$ cat config.mk
export PLATFORM = sky130hd
export DESIGN_NAME = btn_counter_ctrl
export DESIGN_NICKNAME = d
export VERILOG_FILES = /design/src/rtl/btn_counter_ctrl.sv
export SDC_FILE = /design/constraint.sdc
export NUM_CORES = 1
export LEC_CHECK = 0
export BUFFER_PORTS_ARGS = -buffer_cell sky130_fd_sc_hd__buf_2
export CORE_MARGIN = 1
export CORE_UTILIZATION = 51
export CTS_CLUSTER_DIAMETER = 150
export CTS_CLUSTER_SIZE = 24
export DETAILED_ROUTE_END_ITERATION = 8
export GPL_ROUTABILITY_DRIVEN = 0
export PLACE_DENSITY = 0.67
export REMOVE_ABC_BUFFERS = 1
export SYNTH_ARGS = -nofsm -noshare
export SYNTH_HDL_FRONTEND = slang
export SYNTH_SLANG_ARGS = --single-unit
$ cat constraint.sdc
create_clock -name clk -period 3.7 [get_ports clk]
set_input_delay 0.185 -clock clk [delete_from_list [all_inputs] [get_ports clk]]
set_output_delay 0.185 -clock clk [all_outputs]
set_load 0.03 [all_outputs]
$ cat src/rtl/btn_counter_ctrl.sv
// Front-panel press counter: three debounced buttons (up, down, clear) with
// auto-repeat on up/down, command arbitration and a wrapping count register.
// Each button gets its own btn_chan; the top owns the shared sample tick and
// the counter.

// One button channel: synchroniser, sample shift register, hysteretic
// debounced level and the press/hold/repeat FSM. raw_evt is combinational
// and only ever high in a tick cycle; the top registers it.
module btn_chan #(
    parameter int STABLE_N    = 5,
    parameter int REPEAT_DLY  = 50,
    parameter int REPEAT_RATE = 10,
    parameter bit HAS_RPT     = 1'b1
) (
    input  logic clk,
    input  logic rst_n,
    input  logic btn,
    input  logic tick,
    output logic raw_evt
);
    localparam int HT_MAX = (REPEAT_DLY > REPEAT_RATE) ? REPEAT_DLY : REPEAT_RATE;
    localparam int HT_W   = $clog2(HT_MAX + 1);

    typedef enum logic [1:0] {IDLE, HELD, REPEAT} state_t;

    logic [1:0]          sync_q;
    logic [STABLE_N-1:0] sh_q, sh_nxt;
    logic                lvl_q, lvl_nxt, rise, fall;
    state_t              state_q, state_d;
    logic [HT_W-1:0]     hold_q, hold_d, hold_inc;

    assign sh_nxt   = {sh_q[STABLE_N-2:0], sync_q[1]};
    assign rise     = ~lvl_q & lvl_nxt;
    assign fall     = lvl_q & ~lvl_nxt;
    assign hold_inc = hold_q + 1'b1;

    // Level only moves once a full window of samples agrees (hysteresis).
    always_comb begin
        lvl_nxt = lvl_q;
        if (tick) begin
            if (&sh_nxt)       lvl_nxt = 1'b1;
            else if (~|sh_nxt) lvl_nxt = 1'b0;
        end
    end

    // Synchroniser, sample window and debounced level registers.
    always_ff @(posedge clk or negedge rst_n) begin
        if (!rst_n) begin
            sync_q <= '0;
            sh_q   <= '0;
            lvl_q  <= 1'b0;
        end else begin
            sync_q <= {sync_q[0], btn};
            if (tick) sh_q <= sh_nxt;
            lvl_q  <= lvl_nxt;
        end
    end

    // FSM state and hold timer.
    always_ff @(posedge clk or negedge rst_n) begin
        if (!rst_n) begin
            state_q <= IDLE;
            hold_q  <= '0;
        end else begin
            state_q <= state_d;
            hold_q  <= hold_d;
        end
    end

    // Press/hold/repeat decisions; a release always wins over a repeat expiry.
    always_comb begin
        state_d = state_q;
        hold_d  = hold_q;
        raw_evt = 1'b0;
        case (state_q)
            IDLE: begin
                if (rise) begin
                    raw_evt = 1'b1;
                    state_d = HELD;
                    hold_d  = '0;
                end
            end
            HELD: begin
                if (fall) begin
                    state_d = IDLE;
                    hold_d  = '0;
                end else if (tick && HAS_RPT) begin
                    if (hold_inc == HT_W'(REPEAT_DLY)) begin
                        raw_evt = 1'b1;
                        state_d = REPEAT;
                        hold_d  = '0;
                    end else begin
                        hold_d = hold_inc;
                    end
                end
            end
            REPEAT: begin
                if (fall) begin
                    state_d = IDLE;
                    hold_d  = '0;
                end else if (tick) begin
                    if (hold_inc == HT_W'(REPEAT_RATE)) begin
                        raw_evt = 1'b1;
                        hold_d  = '0;
                    end else begin
                        hold_d = hold_inc;
                    end
                end
            end
            default: begin
                state_d = IDLE;
                hold_d  = '0;
            end
        endcase
    end
endmodule

module btn_counter_ctrl #(
    parameter int CNT_W       = 4,
    parameter int TICK_DIV    = 65536,
    parameter int STABLE_N    = 5,
    parameter int REPEAT_DLY  = 50,
    parameter int REPEAT_RATE = 10
) (
    input  logic             clk,
    input  logic             rst_n,
    input  logic             btn_up,
    input  logic             btn_dn,
    input  logic             btn_clr,
    output logic [CNT_W-1:0] cnt,
    output logic             up_evt,
    output logic             dn_evt,
    output logic             clr_evt,
    output logic             wrap
);
    localparam int TW = $clog2(TICK_DIV);

    logic [TW-1:0] tick_cnt;
    logic          tick;
    logic [2:0]    btn_raw, raw_evt;
    logic          up_d, dn_d, clr_d;

    assign tick    = (tick_cnt == TW'(TICK_DIV - 1));
    assign btn_raw = {btn_clr, btn_dn, btn_up};

    // Shared sample prescaler.
    always_ff @(posedge clk or negedge rst_n) begin
        if (!rst_n)    tick_cnt <= '0;
        else if (tick) tick_cnt <= '0;
        else           tick_cnt <= tick_cnt + 1'b1;
    end

    // Lanes 0/1 (up/down) auto-repeat; lane 2 (clear) fires once per press.
    for (genvar i = 0; i < 3; i++) begin : g_chan
        btn_chan #(
            .STABLE_N   (STABLE_N),
            .REPEAT_DLY (REPEAT_DLY),
            .REPEAT_RATE(REPEAT_RATE),
            .HAS_RPT    (i < 2)
        ) u_chan (
            .clk    (clk),
            .rst_n  (rst_n),
            .btn    (btn_raw[i]),
            .tick   (tick),
            .raw_evt(raw_evt[i])
        );
    end

    // Clear beats everything; conflicting up+down cancel each other.
    always_comb begin
        clr_d = raw_evt[2];
        up_d  = raw_evt[0] & ~raw_evt[1] & ~raw_evt[2];
        dn_d  = raw_evt[1] & ~raw_evt[0] & ~raw_evt[2];
    end

    // Event pulses and the count move on the same edge.
    always_ff @(posedge clk or negedge rst_n) begin
        if (!rst_n) begin
            cnt     <= '0;
            up_evt  <= 1'b0;
            dn_evt  <= 1'b0;
            clr_evt <= 1'b0;
            wrap    <= 1'b0;
        end else begin
            up_evt  <= up_d;
            dn_evt  <= dn_d;
            clr_evt <= clr_d;
            wrap    <= (up_d && (cnt == '1)) || (dn_d && (cnt == '0));
            if (clr_d)     cnt <= '0;
            else if (up_d) cnt <= cnt + 1'b1;
            else if (dn_d) cnt <= cnt - 1'b1;
        end
    end
endmodule

==> metrics, run 1 <==
Critical Path Start g_chan[1].u_chan.hold_q[4]; crit path kind register to register; XOR/XNOR Fraction of Synth Area 5.37%; mux contribution to synthesized area 0.585%; Leak Pwr 1.75 nW; Synth top area share 45.3%; initial DRC count 168; dominant combinational cell family by area after synthesis simple AND/OR/NAND/NOR gates; core area 0.00642 mm2; Period minus WS final 3550 ps; effective utilization at floorplan 53.3%; Commonest cells post-synth dfrtp_1, nand2_1, nor2_1; std cell rows 29; Final HPWL DP 4.64 mm; post-synthesis simple-gate area fraction 22.9%; Yosys cell types 61; Seq/Total Area, Yosys 45.3%; CTS Sinks 62; Max Fanout on Critical Path 8; post-synth top area cell dfrtp_1; drc violations 5; HP Class input pin to asynchronous set/reset pin; path depth of the worst reg2reg path 14; Max Root-Sink Buffers 2; CP Data Required Time 3920 ps; drt first pass iters 6; largest net degree at the start of global routing 45; TritonCTS Buffers 9; Worst slew margin 35.1%; P&R area growth vs syn 12.9%; critical path capture point type register; Post-Route WL 6.58 mm; Synth warnings 0; DR WL/cell 13.9 um; Synth Register Bits 62; Multi-input gate area 0.00179 mm2; Critical Path Source Type register; Slew @ Worst Pin 974 ps; Final Hold Viols 0; run status complete, but fails checks; top-count cell post-synth dfrtp_1; Adder-Cell Fraction of Synth Area 6.07%; post-synthesis compound-gate area fraction 16.0%; max-slew violations 0; worst path arrival time 3770 ps; setup TNS 0 ps; routed vias 2694; Post-synth EDFFs 0; Die H 83.9 um; chip width 83.9 um; Root Driver clkbuf_8; Synth area leaders dfrtp_1, nand2_1, ha_1, o21ai_0, xnor2_1; Final Non-Filler Cells 473; vias in the first global route 2457; post-CTS setup buffer count 0; syn avg cell area 9.33 um2; gr usage total 20.4%; fraction of layout cells with a size suffix above 1 14.6%; CTS H-tree depth 3; clock latency on the worst-skew pair 330 ps; Pwr Density 326 mW/mm2; post-DR vias/cell 5.70; reg2reg setup slack 150 ps; final cell utilization of the core 60.2%; Main synth FF type dfrtp_1; Worst R2R End cnt[3]; failing checks design-rule violations; CTS tree built; Fillers 550; antenna cells 0; skew final 5.69 ps; post-route ant nets 0; max-cap viol count 0; grt ovf 0; reg2reg start g_chan[1].u_chan.hold_q[4]; synthesized instance count 367; Netlist Area Pre-Place 0.00342 mm2; Nets 415; IO buf count 12; CTS clk-pin slew, worst paths 70 ps; first-pass GRT wire length 11.4 mm; die area 0.00705 mm2; Max VDD drop 0.265 mV; Placed Cells incl. Taps 457; final setup fails 0; register area 0.00155 mm2; Boundary Pins 13; asr flop ratio synth 100%; Fmax 281 MHz; Final Cycle Share 96.1%; initial antenna violation count 0
## report_power, final
part | internal, mW | switching [mW] | total, mW
clock network | 0.317 | 0.242 | 0.559
logic | 0.00491 | 0.0148 | 0.0197
registers | 0.681 | 0.00163 | 0.683
total | 1.00 | 0.258 | 1.26
## final cells by class
type,instances,share of cell area [%]
Sequential cell,62,40.2
Timing Repair Buffer,28,4.85
Inverter,17,1.65
Tap cell,77,2.49
Clock buffer,11,3.66
Clock inverter,2,0.906
Multi-Input combinational cell,276,46.3
## cell usage in the layout (no fill, tap or decap), types with 3 or more instances in the layout
master / instances
inv_1: 17
a21o_1: 5
ha_1: 13
nand2_1: 52
dlygate4sd3_1: 3
buf_2: 12
nand2b_1: 5
buf_4: 13
xnor2_1: 13
or3_1: 6
nand4_1: 10
o21ai_1: 5
o21ai_0: 23
nand3_1: 19
clkbuf_8: 10
dfrtp_1: 61
nor2b_1: 3
o21bai_1: 3
a21oi_1: 6
a31oi_1: 3
nor2_1: 29
a2bb2oi_1: 3
o41ai_1: 3
and3_1: 5
nor3_1: 7
xor2_1: 8
## per-layer routing
metal / vias to the layer above / share of wire [%] / track usage (%)
met4: 0 / 1.8 / 9.40
met5: - / 0 / 0
li1: 1352 / - / -
met3: 12 / 2.9 / 3.26
met2: 47 / 43 / 30.8
met1: 1283 / 52 / 28.8
## critical path, stage by stage, from the launching register on
cell and delay (ps):
dfrtp_1 480, xnor2_1 250, a31oi_1 150, or4_4 580, a311oi_2 280, nand2b_4 180, or2_4 120, ha_1 220
a21o_1 190, a21oi_2 160, nand2b_1 70, a311o_1 340, o32ai_2 150, xor2_1 110, and2b_1 170
## per-stage QoR
stage	total power [mW]	instance area, um2	hold WS [ps]	setup WS, ps
floorplan	0.696	3360	-111	175
global placement	0.714	3610	292	186
detailed placement	0.714	3610	294	29.0
CTS	1.28	3820	19.5	12.9
global route	1.31	3870	97.9	-13.0
finish	1.26	3870	12.1	146
## cells by family (layout without fill, tap and decap cells)
logic type / after synthesis / after routing
buf+inv: 29 / 58
xor+xnor: 21 / 21
simple gates: 158 / 158
flops: 62 / 62
fa+ha+maj: 16 / 16
mux: 2 / 2
compound gates: 79 / 79
## registers in the layout, indices dropped and copies added, names as in the netlist
| register | flops |
|---|---|
| g_chan.u_chan.sync_q | 6 |
| g_chan.u_chan.lvl_q | 3 |
| dn_evt | 1 |
| clr_evt | 1 |
| g_chan.u_chan.hold_q | 12 |
| g_chan.u_chan.state_q | 5 |
| wrap | 1 |
| up_evt | 1 |
| tick_cnt | 16 |
| g_chan.u_chan.sh_q | 12 |
| cnt | 4 |
## worst max path at each step
| stage | end | slack (ps) | depth (start not counted) |
|---|---|---|---|
| 2_1_floorplan | cnt[3] | 180 | 15 |
| 3_3_place_gp | cnt[3] | 190 | 14 |
| 3_5_place_dp | cnt[3] | 30 | 15 |
| 4_1_cts | cnt[3] | 10 | 15 |
| 5_1_grt | cnt[3] | -10 | 14 |
| 6_report | cnt[3] | 150 | 14 |
## what timing repair did
item | in CTS | in global routing
hold buffers | 3 | 0
gates resized for setup | 0 | 11
endpoints found under the setup margin | 0 | 1
endpoints found under the hold margin | 3 | 0
(Power assumes the default switching activity.)
==> inputs of run 2 (changes only) <==
--- a/config.mk
+++ b/config.mk
@@ -8,4 +8,6 @@
 export BUFFER_PORTS_ARGS = -buffer_cell sky130_fd_sc_hd__buf_2
+export CELL_PAD_IN_SITES_DETAIL_PLACEMENT = 1
+export CELL_PAD_IN_SITES_GLOBAL_PLACEMENT = 1
 export CORE_MARGIN = 1
-export CORE_UTILIZATION = 51
+export CORE_UTILIZATION = 44
 export CTS_CLUSTER_DIAMETER = 150
@@ -14,3 +16,3 @@
 export GPL_ROUTABILITY_DRIVEN = 0
-export PLACE_DENSITY = 0.67
+export PLACE_DENSITY = 0.73
 export REMOVE_ABC_BUFFERS = 1
@@ -18,2 +20,3 @@
 export SYNTH_HDL_FRONTEND = slang
+export SYNTH_HIERARCHICAL = 1
 export SYNTH_SLANG_ARGS = --single-unit
==> constraint.sdc (replaced) <==
create_clock -name clk -period 3.7 [get_ports clk]
set_input_delay 0.37 -clock clk [delete_from_list [all_inputs] [get_ports clk]]
set_output_delay 0.37 -clock clk [all_outputs]
set_load 0.03 [all_outputs]
==> run 2 against run 1 <==
- the run now ends clean
- cell count up 6.8%
- cell area is 4.9% higher
- register-to-register slack improved by 60 ps
- setup slack gained 55 ps
- core utilization decreased by 8.0 points
- critical path type unchanged
==> metrics, run 2 <==
Root Driver clkbuf_8; Synth area leaders dfrtp_1, ha_1, nand2_1, a21oi_1, nand3_1; CP Data Required Time 3960 ps (+40 ps); Yosys cell types 64 (+4.9%); Netlist Area Pre-Place 0.00357 mm2 (+4.2%); P&R area growth vs syn 13.6%; Pwr Density 333 mW/mm2 (+2.1%); internal power 1.06 mW (+5.8%); Clk pwr share 48.1% (+3.8 points); Seq/Total Area, Yosys 43.5% (-1.8 points); Nets 419 (+0.96%); Period minus WS final 3500 ps (-55.2 ps); post-route ant nets 0 (unchanged); largest net degree at the start of global routing 50 (+11%); CTS H-tree depth 3 (unchanged); Fillers 907 (+65%); routed vias 2877 (+6.8%); Max Fanout on Critical Path 5 (-3); setup TNS 0 ps (unchanged); grt ovf 0 (unchanged); max FFs per register 16 (unchanged); slack of the critical path 201 ps (+55.2 ps); Hold WS 133 ps (+121 ps); Post-synth EDFFs 0 (unchanged); Max Root-Sink Buffers 2 (unchanged); max-cap viol count 0 (unchanged); most frequent cells in the layout dfrtp_1, nand2_1, inv_1, nor2_1, nand3_1; crit path kind register to register; CP dominant cell by count nand2_1; Seq pwr share 50.5% (-3.6 points); die area 0.00848 mm2 (+20%); Synth warnings 6 (+6); drt first pass iters 4 (-2); Critical Path Source Type register; HP Class input pin to register; Fmax 286 MHz (+1.6%); CTS Sinks 62 (unchanged); Synth top area share 43.5% (-1.8 points); top-count cell post-synth dfrtp_1; post-DR vias/cell 5.70 (about the same); drc violations 0 (-5); Setup WS pre-CTS 61.3 ps (+32.2 ps); Final Cycle Share 94.6% (-1.5 points); Sw Share 21.4% (+0.92 points); final setup fails 0 (unchanged); family with the most delay on the worst path simple AND/OR/NAND/NOR gates; std cell rows 32 (+10%); fraction of layout cells with a size suffix above 1 18.1% (+3.5 points); first-pass GRT wire length 13.7 mm (+21%); final cell utilization of the core 52.2% (-8.0 points); CP Buf/Inv Count 1 (+1); critical path capture point type register; CP max stage delay 570 ps (about the same); vias in the first global route 2936 (+19%); gr usage total 20.5% (+0.10 points); run status completed; crit path cell chain and4_2 -> nand4_2 -> nor2_4 -> nand2_1 -> or4b_4 -> inv_1 -> nand2_1 -> a21oi_2 -> nand2b_2 -> or2_2 -> ha_4 -> nand3_1 -> and3b_1 -> o21a_1 -> nor3_1; core area 0.00777 mm2 (+21%); Max VDD drop 0.266 mV (+0.19%); TritonCTS Buffers 9 (unchanged); Worst slew margin 24.8% (-10 points); antenna cells 0 (unchanged); Final HPWL DP 5.90 mm (+27%); Largest Register tick_cnt; Die H 92.1 um (+9.7%); CTS tree built; initial antenna violation count 0 (unchanged); total power 1.35 mW (+7.1%); chip width 92.1 um (+9.7%); CTS clk-pin slew, worst paths 70 ps (about the same); syn avg cell area 9.49 um2 (+1.7%); post-synth top area cell dfrtp_1; IO buf count 12 (unchanged); Comb power frac 1.4% (-0.2 points); top flop regs tick_cnt (16), g_chan.u_chan/hold_q (12), g_chan.u_chan/sh_q (12); Boundary Pins 13 (unchanged); Sw Pwr 289 uW (+12%); DR WL/cell 16.3 um (+17%); Synth Register Bits 62 (unchanged); Main synth FF type dfrtp_1; max-slew violations 0 (unchanged); Slew @ Worst Pin 1130 ps (+155 ps); Final Hold Viols 0 (unchanged); Commonest cells post-synth dfrtp_1, nand2_1, inv_1; commonest non-fill, non-tap cell in the layout dfrtp_1; asr flop ratio synth 100% (unchanged); worst path arrival time 3760 ps (about the same); Leak Pwr 1.75 nW (+0.25%); synthesized instance count 376 (+2.5%); initial DRC count 78 (-54%); Post-Route WL 8.24 mm (+25%); effective utilization at floorplan 46.0% (-7.4 points); CP max-delay cell or4b_4; clock latency on the worst-skew pair 340 ps (about the same); skew final 11.4 ps (+5.74 ps)
run 2: what timing repair did:
item / in CTS / in global routing
resized for setup: 0 / 8
setup buffers: 0 / 3
hold buffers: 0 / 0
endpoints found under the setup margin: 0 / 3
run 2: final timing paths:
| path | depth (start not counted) | slack, ps | start | endpoint |
|---|---|---|---|---|
| worst max-delay path | 15 | 200 | tick_cnt[11] | cnt[3] |
| worst min-delay path | 1 | 130 | btn_clr | g_chan[2].u_chan/sync_q[0] |
| worst max register to register | 15 | 200 | tick_cnt[11] | cnt[3] |
| worst min register to register | 0 | 360 | g_chan[0].u_chan/sync_q[0] | g_chan[0].u_chan/sync_q[1] |
| max in group asynchronous | 2 | 2590 | rst_n | tick_cnt[2] |
| min in group asynchronous | 1 | 240 | rst_n | g_chan[1].u_chan/hold_q[4] |
run 2: per-stage QoR:
stage | cells | area (um2)
2_1_floorplan | 363 | 3500
3_3_place_gp | 485 | 3760
3_5_place_dp | 485 | 3760
4_1_cts | 501 | 3980
5_1_grt | 505 | 4060
6_report | 505 | 4060
run 2: power by group through the flow:
stage | Clock [mW] | Combinational [mW] | Sequential [mW]
3_5_place_dp | 0 | 0.0194 | 0.696
6_report | 0.650 | 0.0184 | 0.683
3_3_place_gp | 0 | 0.0189 | 0.696
4_1_cts | 0.670 | 0.0194 | 0.683
2_1_floorplan | 0 | 0.00210 | 0.695
5_1_grt | 0.703 | 0.0217 | 0.683
run 2: kinds of logic after synthesis:
logic type | count (synthesis) | share of synthesized area (%)
AO/OA/AOI/OAI | 83 | 15.8
multiplexers | 14 | 4.35
adder cells (fa/ha/maj) | 16 | 5.82
AND/OR/NAND/NOR | 152 | 23.4
buffers and inverters | 39 | 4.63
flip-flops | 62 | 43.5
XOR/XNOR | 10 | 2.45
run 2: per-layer routing:
| layer | up-vias | track usage (%) | share of wire, % |
|---|---|---|---|
| li1 | 1395 | - | - |
| met1 | 1435 | 24.9 | 46 |
| met2 | 34 | 35.9 | 51 |
| met3 | 13 | 5.72 | 2.4 |
| met4 | 0 | 4.69 | 1.2 |
| met5 | - | 0 | 0 |
run 2: final cells by class:
cell class,count,area (um2),area share (%)
timing repair buffer,24,180,4.44
multi-input combinational,275,1880,46.5
clock buffer,10,128,3.15
clock inverter,6,86.3,2.13
inverter,26,97.6,2.41
sequential,62,1550,38.3
tap,102,128,3.15
